**config.mk**
```make
export PLATFORM = sky130hd
export DESIGN_NAME = matrix_key_scanner
export DESIGN_NICKNAME = d
export VERILOG_FILES = /design/src/rtl/matrix_key_scanner_pkg.sv /design/src/rtl/matrix_key_scanner_counter.sv /design/src/rtl/matrix_key_scanner.sv
export SDC_FILE = /design/constraint.sdc
export NUM_CORES = 1
export LEC_CHECK = 0
export ABC_AREA = 1
export BUFFER_PORTS_ARGS = -buffer_cell sky130_fd_sc_hd__buf_2
export CAP_MARGIN = 20
export CORE_MARGIN = 1
export CORE_UTILIZATION = 35
export CTS_BUF_LIST = sky130_fd_sc_hd__clkbuf_8
export CTS_CLUSTER_DIAMETER = 120
export DETAILED_ROUTE_END_ITERATION = 8
export SYNTH_ARGS = -nofsm -noshare
export SYNTH_HDL_FRONTEND = slang
export SYNTH_SLANG_ARGS = --single-unit
```
**constraint.sdc**
```tcl
create_clock -name CLK -period 1.8 [get_ports CLK]
set_input_delay 0.27 -clock CLK [delete_from_list [all_inputs] [get_ports CLK]]
set_output_delay 0.27 -clock CLK [all_outputs]
set_load 0.02 [all_outputs]
```
**src/rtl/matrix_key_scanner_pkg.sv**
```systemverilog
`default_nettype none
// ============================================================================
// Module      : matrix_key_scanner_pkg
// Description : Shared definitions for the 4x4 matrix key scanner: scanner
//               state encoding, default timing constants, key code width and
//               the row-priority helper used when a column hit is captured.
// Revision    : 1.0 - initial release
// ============================================================================
package matrix_key_scanner_pkg;

    localparam int c_SCAN_DIV_DEFAULT     = 4;
    localparam int c_DEBOUNCE_CNT_DEFAULT = 8;
    localparam int c_KEY_CODE_W           = 4;

    typedef enum logic [2:0] {
        IDLE     = 3'd0,
        SCAN     = 3'd1,
        DEBOUNCE = 3'd2,
        PRESSED  = 3'd3,
        RELEASE  = 3'd4
    } scanState_t;

    // Index of the lowest-numbered row that reads low (rows are active-low).
    // Returns 0 when no row is low; callers qualify with a separate hit test.
    function automatic logic [1:0] lowestLowRow(input logic [3:0] rows);
        logic [1:0] idx;
        idx = 2'd0;
        for (int i = 3; i >= 0; i--) begin
            if (!rows[i]) idx = 2'(i);
        end
        return idx;
    endfunction

endpackage
`default_nettype wire

```
**src/rtl/matrix_key_scanner_counter.sv**
```systemverilog
`default_nettype none
// ============================================================================
// Module      : key_debounce_counter
// Description : Clearable up-counter with a terminal-count flag. The flag is
//               high while the count equals TERM-1, so the cycle that would
//               bring the count to TERM is the one that completes the window.
// Ports       : CLK, nRST (sync, active-low), i_clear, i_inc -> o_termCount
// Revision    : 1.0 - initial release
// ============================================================================
module key_debounce_counter #(
    parameter int WIDTH = 4,
    parameter int TERM  = 8
) (
    input  logic CLK,
    input  logic nRST,
    input  logic i_clear,
    input  logic i_inc,
    output logic o_termCount
);

    localparam logic [WIDTH-1:0] c_TERM_M1 = WIDTH'(TERM - 1);

    logic [WIDTH-1:0] r_count;

    always_ff @(posedge CLK) begin
        if (!nRST || i_clear) begin
            r_count <= '0;
        end else if (i_inc) begin
            r_count <= r_count + 1'b1;
        end
    end

    assign o_termCount = (r_count == c_TERM_M1);

endmodule
`default_nettype wire

```
**src/rtl/matrix_key_scanner.sv**
```systemverilog
`default_nettype none
// ============================================================================
// Module      : matrix_key_scanner
// Description : 4x4 keypad scanner with row synchronizer, column scan,
//               press/release debounce and a one-cycle accepted-press pulse.
// Ports       : CLK, nRST (sync, active-low), en (scan enable),
//               ROW[3:0] (active-low rows, async), COL[3:0] (active-low drive),
//               KeyValue[3:0] (last accepted code), KeyPressFlag (1-cycle
//               pulse per press), KeyDown (level until release accepted)
// Revision    : 1.0 - initial release
// ============================================================================
module matrix_key_scanner
    import matrix_key_scanner_pkg::*;
#(
    parameter int SCAN_DIV     = c_SCAN_DIV_DEFAULT,
    parameter int DEBOUNCE_CNT = c_DEBOUNCE_CNT_DEFAULT
) (
    input  logic                    CLK,
    input  logic                    nRST,
    input  logic                    en,
    input  logic [3:0]              ROW,
    output logic [3:0]              COL,
    output logic [c_KEY_CODE_W-1:0] KeyValue,
    output logic                    KeyPressFlag,
    output logic                    KeyDown
);

    localparam int c_CNT_MAX = (SCAN_DIV > DEBOUNCE_CNT) ? SCAN_DIV : DEBOUNCE_CNT;
    localparam int c_CNT_W   = $clog2(c_CNT_MAX) + 1;

    scanState_t r_state, w_stateNext;
    logic [3:0] r_sync1, r_rs;
    logic [1:0] r_colIdx, w_colNext;
    logic [1:0] r_rowIdx, w_rowNext;
    logic [c_KEY_CODE_W-1:0] r_keyValue;
    logic r_keyPressFlag, r_keyDown;
    logic w_loadKey, w_clrDown;
    logic w_scanClr, w_scanInc, w_scanTc;
    logic w_dbClr, w_dbInc, w_dbTc;
    logic w_capBit;
    logic [3:0] w_col;

    // Two-flop synchronizer; idles at "no row pulled" and keeps running with en low.
    always_ff @(posedge CLK) begin
        if (!nRST) begin
            r_sync1 <= 4'b1111;
            r_rs    <= 4'b1111;
        end else begin
            r_sync1 <= ROW;
            r_rs    <= r_sync1;
        end
    end

    // Column dwell timer: terminal count marks the last cycle of a window,
    // by which time the synchronized rows reflect the driven column.
    key_debounce_counter #(
        .WIDTH (c_CNT_W),
        .TERM  (SCAN_DIV)
    ) u_scanDiv (
        .CLK         (CLK),
        .nRST        (nRST),
        .i_clear     (w_scanClr),
        .i_inc       (w_scanInc),
        .o_termCount (w_scanTc)
    );

    // Shared by DEBOUNCE (stable-low run) and RELEASE (stable-high run).
    key_debounce_counter #(
        .WIDTH (c_CNT_W),
        .TERM  (DEBOUNCE_CNT)
    ) u_debounce (
        .CLK         (CLK),
        .nRST        (nRST),
        .i_clear     (w_dbClr),
        .i_inc       (w_dbInc),
        .o_termCount (w_dbTc)
    );

    assign w_capBit = r_rs[r_rowIdx];

    always_comb begin
        w_stateNext = r_state;
        w_colNext   = r_colIdx;
        w_rowNext   = r_rowIdx;
        w_scanClr   = 1'b0;
        w_scanInc   = 1'b0;
        w_dbClr     = 1'b0;
        w_dbInc     = 1'b0;
        w_loadKey   = 1'b0;
        w_clrDown   = 1'b0;
        if (!en) begin
            w_stateNext = IDLE;
            w_scanClr   = 1'b1;
            w_dbClr     = 1'b1;
            w_clrDown   = 1'b1;
        end else begin
            case (r_state)
                IDLE: begin
                    w_scanClr = 1'b1;
                    w_dbClr   = 1'b1;
                    if (r_rs != 4'b1111) begin
                        w_stateNext = SCAN;
                        w_colNext   = 2'd0;
                    end
                end
                SCAN: begin
                    if (w_scanTc) begin
                        w_scanClr = 1'b1;
                        if (r_rs != 4'b1111) begin
                            w_rowNext   = lowestLowRow(r_rs);
                            w_stateNext = DEBOUNCE;
                            w_dbClr     = 1'b1;
                        end else if (r_colIdx == 2'd3) begin
                            w_stateNext = IDLE;
                        end else begin
                            w_colNext = r_colIdx + 2'd1;
                        end
                    end else begin
                        w_scanInc = 1'b1;
                    end
                end
                DEBOUNCE: begin
                    if (!w_capBit) begin
                        if (w_dbTc) begin
                            w_stateNext = PRESSED;
                            w_dbClr     = 1'b1;
                            w_loadKey   = 1'b1;
                        end else begin
                            w_dbInc = 1'b1;
                        end
                    end else begin
                        w_stateNext = IDLE;
                        w_dbClr     = 1'b1;
                    end
                end
                PRESSED: begin
                    if (w_capBit) begin
                        w_stateNext = RELEASE;
                        w_dbClr     = 1'b1;
                    end
                end
                RELEASE: begin
                    if (w_capBit) begin
                        if (w_dbTc) begin
                            w_stateNext = IDLE;
                            w_dbClr     = 1'b1;
                            w_clrDown   = 1'b1;
                        end else begin
                            w_dbInc = 1'b1;
                        end
                    end else begin
                        // Contact bounced back: the release run starts over.
                        w_dbClr = 1'b1;
                    end
                end
                default: begin
                    w_stateNext = IDLE;
                    w_scanClr   = 1'b1;
                    w_dbClr     = 1'b1;
                end
            endcase
        end
    end

    always_ff @(posedge CLK) begin
        if (!nRST) begin
            r_state        <= IDLE;
            r_colIdx       <= 2'd0;
            r_rowIdx       <= 2'd0;
            r_keyValue     <= '0;
            r_keyPressFlag <= 1'b0;
            r_keyDown      <= 1'b0;
        end else begin
            r_state        <= w_stateNext;
            r_colIdx       <= w_colNext;
            r_rowIdx       <= w_rowNext;
            r_keyPressFlag <= w_loadKey;
            if (w_loadKey) begin
                r_keyValue <= {r_rowIdx, r_colIdx};
            end
            if (w_clrDown) begin
                r_keyDown <= 1'b0;
            end else if (w_loadKey) begin
                r_keyDown <= 1'b1;
            end
        end
    end

    // All columns low in IDLE so any key wakes the scanner; otherwise only
    // the scanned or captured column is driven.
    always_comb begin
        w_col = 4'b0000;
        if (r_state != IDLE) begin
            w_col = ~(4'b0001 << r_colIdx);
        end
    end

    assign COL          = w_col;
    assign KeyValue     = r_keyValue;
    assign KeyPressFlag = r_keyPressFlag;
    assign KeyDown      = r_keyDown;

endmodule
`default_nettype wire
```
; ---- Word-level counts from Yosys, hierarchy flattened
; Index checks and enable logic that the tools add are counted.
[totals]
in_bits = 7
output_inout_bits = 10
wordCells = 93
reg_bits = 29
[op_classes]
n_eq_ne = 17
reduce_logical = 12
n_mux = 47
bitwise_logic = 2
add_sub_neg = 3
shift = 1
n_lt_le_gt_ge = 1
[op_table]
columns = op, n
row1 = $mux W3, 9
row2 = $mux W1, 23
row3 = $mux W2, 8
row4 = $pmux W3 S5, 1
row5 = $ne A2 B2 Y1 const B, 5
row6 = $add A4 B1 Y4 const B, 2
row7 = $reduce_and A7 Y1, 1
row8 = $eq A3 B2 Y1 const B, 2
row9 = $reduce_and A6 Y1, 1
row10 = $eq A4 B2 Y1 const B, 1
row11 = $eq A4 B3 Y1 const B, 1
row12 = $mux W4, 1
row13 = $ne A2 B1 Y1 const B, 2
row14 = $ne A4 B4 Y1 const B, 1
row15 = $not A4 Y4, 1
row16 = $pmux W1 S2, 2
row17 = $pmux W1 S4, 1
row18 = $pmux W2 S2, 1
row19 = $reduce_and A4 Y1, 1
row20 = $shl A1 B2 Y4 const A, 1
row21 = $eq A3 B1 Y1 const B, 1
row22 = $eq A3 B3 Y1 const B, 1
row23 = $logic_not A3 Y1, 1
row24 = $lt A2 B3 Y1 const B, 1
row25 = 13 further kinds, 14

; ---- Longest topological paths before layout
[depth]
ltp_word = 6
ltp_mapped = 11
mapped_depth_nobuf = 10

; ---- Cells and area by module
; Synthesis repeated with hierarchy kept, for this count alone.
[unflattened]
cells_unflattened = 208
hier_area_um2 = 1442.6
[by_module_without_submodules]
columns = mod, cells_per_inst, area_per_inst_um2, instances, seq_area_each_um2
row1 = matrix_key_scanner, 156, 1078.5, 1, 420.4
row2 = key_debounce_counter (u_scanDiv), 26, 183.9, 1, 80.1
row3 = key_debounce_counter (u_debounce), 26, 180.2, 1, 80.1

; ---- Worst setup path before layout
; OpenSTA, ideal clock, no wires.
[synth_path]
path_type = reg-to-reg
start = register u_debounce.r_count[0]
end = register u_debounce.r_count[2]
setup_ns = 0.121
arrival_time_ns = 1.197
path_stages_with_launch = 8
slack_ns = 0.483
n_path_buf = 0
required_time_ns = 1.679
synth_period_minus_slack_ns = 1.317
path_cell_list = dfxtp_1 > ha_1 > nand3_1 > inv_1 > nor2_1 > nand2_2 > nand2_1 > a21oi_1
[synth_via]
elab_chain_cells = 6
word_cells_on_any_way = 13
classes_between = add/sub: 1 / eq/ne: 1 / mux: 10 / reduce/logical: 1
[synth_rtl]
columns = element, line_no
row1 = from (decl), matrix_key_scanner_counter.sv:23  ; logic [WIDTH-1:0] r_count;
row2 = from (signal assigned), matrix_key_scanner_counter.sv:29  ; r_count <= r_count + 1'b1;
row3 = $eq A4 B3 Y1, matrix_key_scanner_counter.sv:33  ; assign o_termCount = (r_count == c_TERM_M1);
row4 = $mux W1, "matrix_key_scanner.sv:124, matrix_key_scanner.sv:144"
row5 = "$mux W1, on equally long branches", "matrix_key_scanner.sv:143, matrix_key_scanner.sv:123"
row6 = $pmux W1 S4, matrix_key_scanner.sv:97  ; case (r_state)
row7 = $mux W1, matrix_key_scanner.sv:91  ; if (!en) begin
row8 = $logic_or A1 B1 Y1, matrix_key_scanner_counter.sv:26  ; if (!nRST || i_clear) begin
; Parallel ways exist; a longest one is shown, timed or not.
; A chain may end at the register's enable or synchronous reset.

; ---- Final worst setup path
[layout_path]
start = register r_state[0]
end = output COL[0]
[layout_via]
elab_chain_cells = 2
[layout_rtl]
columns = element, line_no
row1 = from (decl), matrix_key_scanner.sv:31  ; scanState_t r_state, w_stateNext;
row2 = from (signal assigned), matrix_key_scanner.sv:174  ; r_state <= w_stateNext;
row3 = $reduce_bool A3 Y1, matrix_key_scanner.sv:193  ; if (r_state != IDLE) begin
row4 = $mux W4, matrix_key_scanner.sv:193
row5 = to (decl), matrix_key_scanner.sv:22  ; output logic [3:0] COL,
; No other way between the ends.

==> reports/metrics.yaml <==
worst_setup_path:
  cp.required_ns: 1.53
  criticalPathCategory: "reg2out"
  max_stage_delay_ns: 0.54
  endpoint_kind: "primary output"
  start_kind: "flip-flop"
  crit_path_max_fanout: 8
  worst_ep_arrival_time_ns: 1.34
  path_cells: "clkinv_4 > nand2_4 > nor2_4 > nor2_1 > buf_2"
  cp_slowest_cell: "dfxtp_1"
floorplanning:
  die_h_um: 67.3
  start_util: 0.368
  io_pins: 17
  dieArea_um2: 4530
  die_w_um: 67.3
  row_count: 23
  core-area_um2: 4060
layout:
  num-fill-cells: 412
  antenna_cells: 0
  fin_cells: 268
  layout-drive-gt1-share: 0.271
  fin_area_um2: 1760
  nets: 230
  synthToLayoutAreaGrowth_pct: 17.5
sta:
  slew_viol_final: 0
  worst_pin_slew_ns: 0.364
  slew_headroom: 0.757
  finClkSkew_ns: 0.00441
  fmax_mhz: 622
  finalCritPeriodShare: 0.893
  finalHoldViolCount: 0
  layout_min_cycle_time_ns: 1.61
  timing.hold.ws_ns: 0.169
  setup_viol: 0
  rsz0062_at_grt: "false"
  setup_tns_ns: 0
yosys:
  syn_area_um2: 1490
  synth.avg_cell_area_um2: 7.62
  synth_edf_count: 0
  yosysMostFrequentCell: "nand2_1"
  yosys-top-cells-count: "nand2_1, dfxtp_1, nor2_1"
  netlist.area_leader.share: 0.389
  yosys.cell_types.count: 29
  ys_warn_count: 0
  synth_area_leader_cell: "dfxtp_1"
  synth-seq-area-share: 0.389
  ys.flop_type: "dfxtp_1"
  ys_async_sr_fraction: 0
  netlist_instances: 196
  netlist_top_cells_area: "dfxtp_1, nand2_1, nor2_1"
  syn_nets: 209
  synth_seq_cells: 29
clock_tree:
  cts_tree: "done"
  cts.sink_count: 29
  hold_buffers: 0
  cts_post_setup_buffers_inserted: 0
  clock_path_buffers: 2
  clk_latency_ns: 0.28
  cts_buffers: 5
  cts-resized-gates: 0
  cts_max_level: 2
  clockRootBuffer: "clkbuf_8"
  clk_pin_slew_ns: 0.07
pwr:
  vdd_drop_max_uv: 742
  p_leak_nw: 0.759
  power_mw: 1.71
  power_density_nw_per_um2: 975
drt:
  firstDrtPassIters: 4
  finalWirelength_um: 2690
  drt_drc_violations_left: 0
  wl_per_cell_um: 10.0
  viasPerCell: 4.62
  vias: 1238
  drt_iter0_markers: 38
  antenna_left: 0
placed_design:
  dpl_cell_area_um2: 1620
  io_buffer_count: 16
  dp.cells: 260
  gp_congestion: 0.767
  place_hpwl_um: 2050
global_routing:
  grt_pass1_wl_um: 4710
  grt_max_degree: 12
  grt_usage: 0.142
  grt_antenna_before_repair: 0
  grt-ovfl-total: 0
  grt_pass1_vias: 1097
status:
  status: "completed"
min_path:
  hp-class: "in2reg"
job:
  drv_cap: 0
==> worst paths after layout <==
path | cells past startpoint | start | endpoint | slack (ns)
worst min-delay path | 2 | ROW[0] | r_sync1[0]$_SDFF_PN1_ | 0.17
worst max-delay path | 5 | r_state[0]$_SDFFE_PN0P_ | COL[0] | 0.19
worst min register to register | 1 | r_sync1[2]$_SDFF_PN1_ | r_rs[2]$_SDFF_PN1_ | 0.41
worst max register to register | 7 | u_debounce.r_count[0]$_SDFFE_PP0P_ | KeyValue[0]$_SDFFE_PN0P_ | 0.29
==> cell families after synthesis <==
kind of cell / Yosys count / synth area share
and+or+nand+nor: 103 / 0.347
AOI/OAI and AO/OA: 29 / 0.120
buffers and inverters: 26 / 0.0771
DFF: 29 / 0.389
xor gates and xnor gates: 3 / 0.0176
adders and majority gates: 6 / 0.0502
==> cell type report <==
class / instances / area (um^2) / area share
clock buffers: 5 / 68.8 / 0.0392
clock inverters: 3 / 65.1 / 0.0371
inverters: 24 / 100 / 0.0570
multi-input cells: 141 / 798 / 0.455
flip-flops and latches: 29 / 581 / 0.331
well taps: 50 / 62.6 / 0.0356
repair buffers: 16 / 80.1 / 0.0456
==> cell usage in the layout (no fill, tap or decap), drive strengths merged, types with 2 or more instances in the layout <==
cell type  count
clkbuf         5
a21oi         14
nand2         42
buf           16
nor2          31
inv           22
o21ai         12
nand3         14
clkinv         3
nor3           3
bufinv         2
ha             6
nand4          3
xor2           3
or2            8
nand3b         2
dfxtp         29
==> per-stage QoR <==
step / setup WS, ns / utilization
2_1_floorplan: 0.483 / -
3_3_place_gp: 0.300 / 0.400
3_5_place_dp: 0.312 / 0.400
4_1_cts: 0.176 / 0.433
5_1_grt: 0.0900 / 0.433
6_report: 0.193 / 0.433
==> per-layer routing <==
metal / GRT usage / part of all wire / routed length [um] / vias to the layer above
met5: 0 / 0 / 0 / -
met4: 0.0638 / 0.020 / 54 / 0
met3: 0.0456 / 0.046 / 123 / 6
met2: 0.228 / 0.43 / 1170 / 28
met1: 0.171 / 0.50 / 1340 / 533
li1: - / - / - / 671
==> power by group <==
part           switching (mW)  internal [mW]
Clock                   0.261          0.550
Sequential             0.0211          0.661
Combinational           0.143         0.0756
==> worst max-delay path, delay by kind of cell (launching register included) <==
kind / cells / cell delay (ns)
buffers and inverters: 2 / 0.27
DFF: 1 / 0.54
and+or+nand+nor: 3 / 0.25
==> sequential cells by signal (all words and copies together) (netlist names) <==
name / cells
KeyDown: 1
r_state: 3
KeyPressFlag: 1
KeyValue: 4
u_debounce.r_count: 4
u_scanDiv.r_count: 4
r_sync1: 4
r_rowIdx: 2
r_colIdx: 2
r_rs: 4
(Power assumes the default switching activity.)
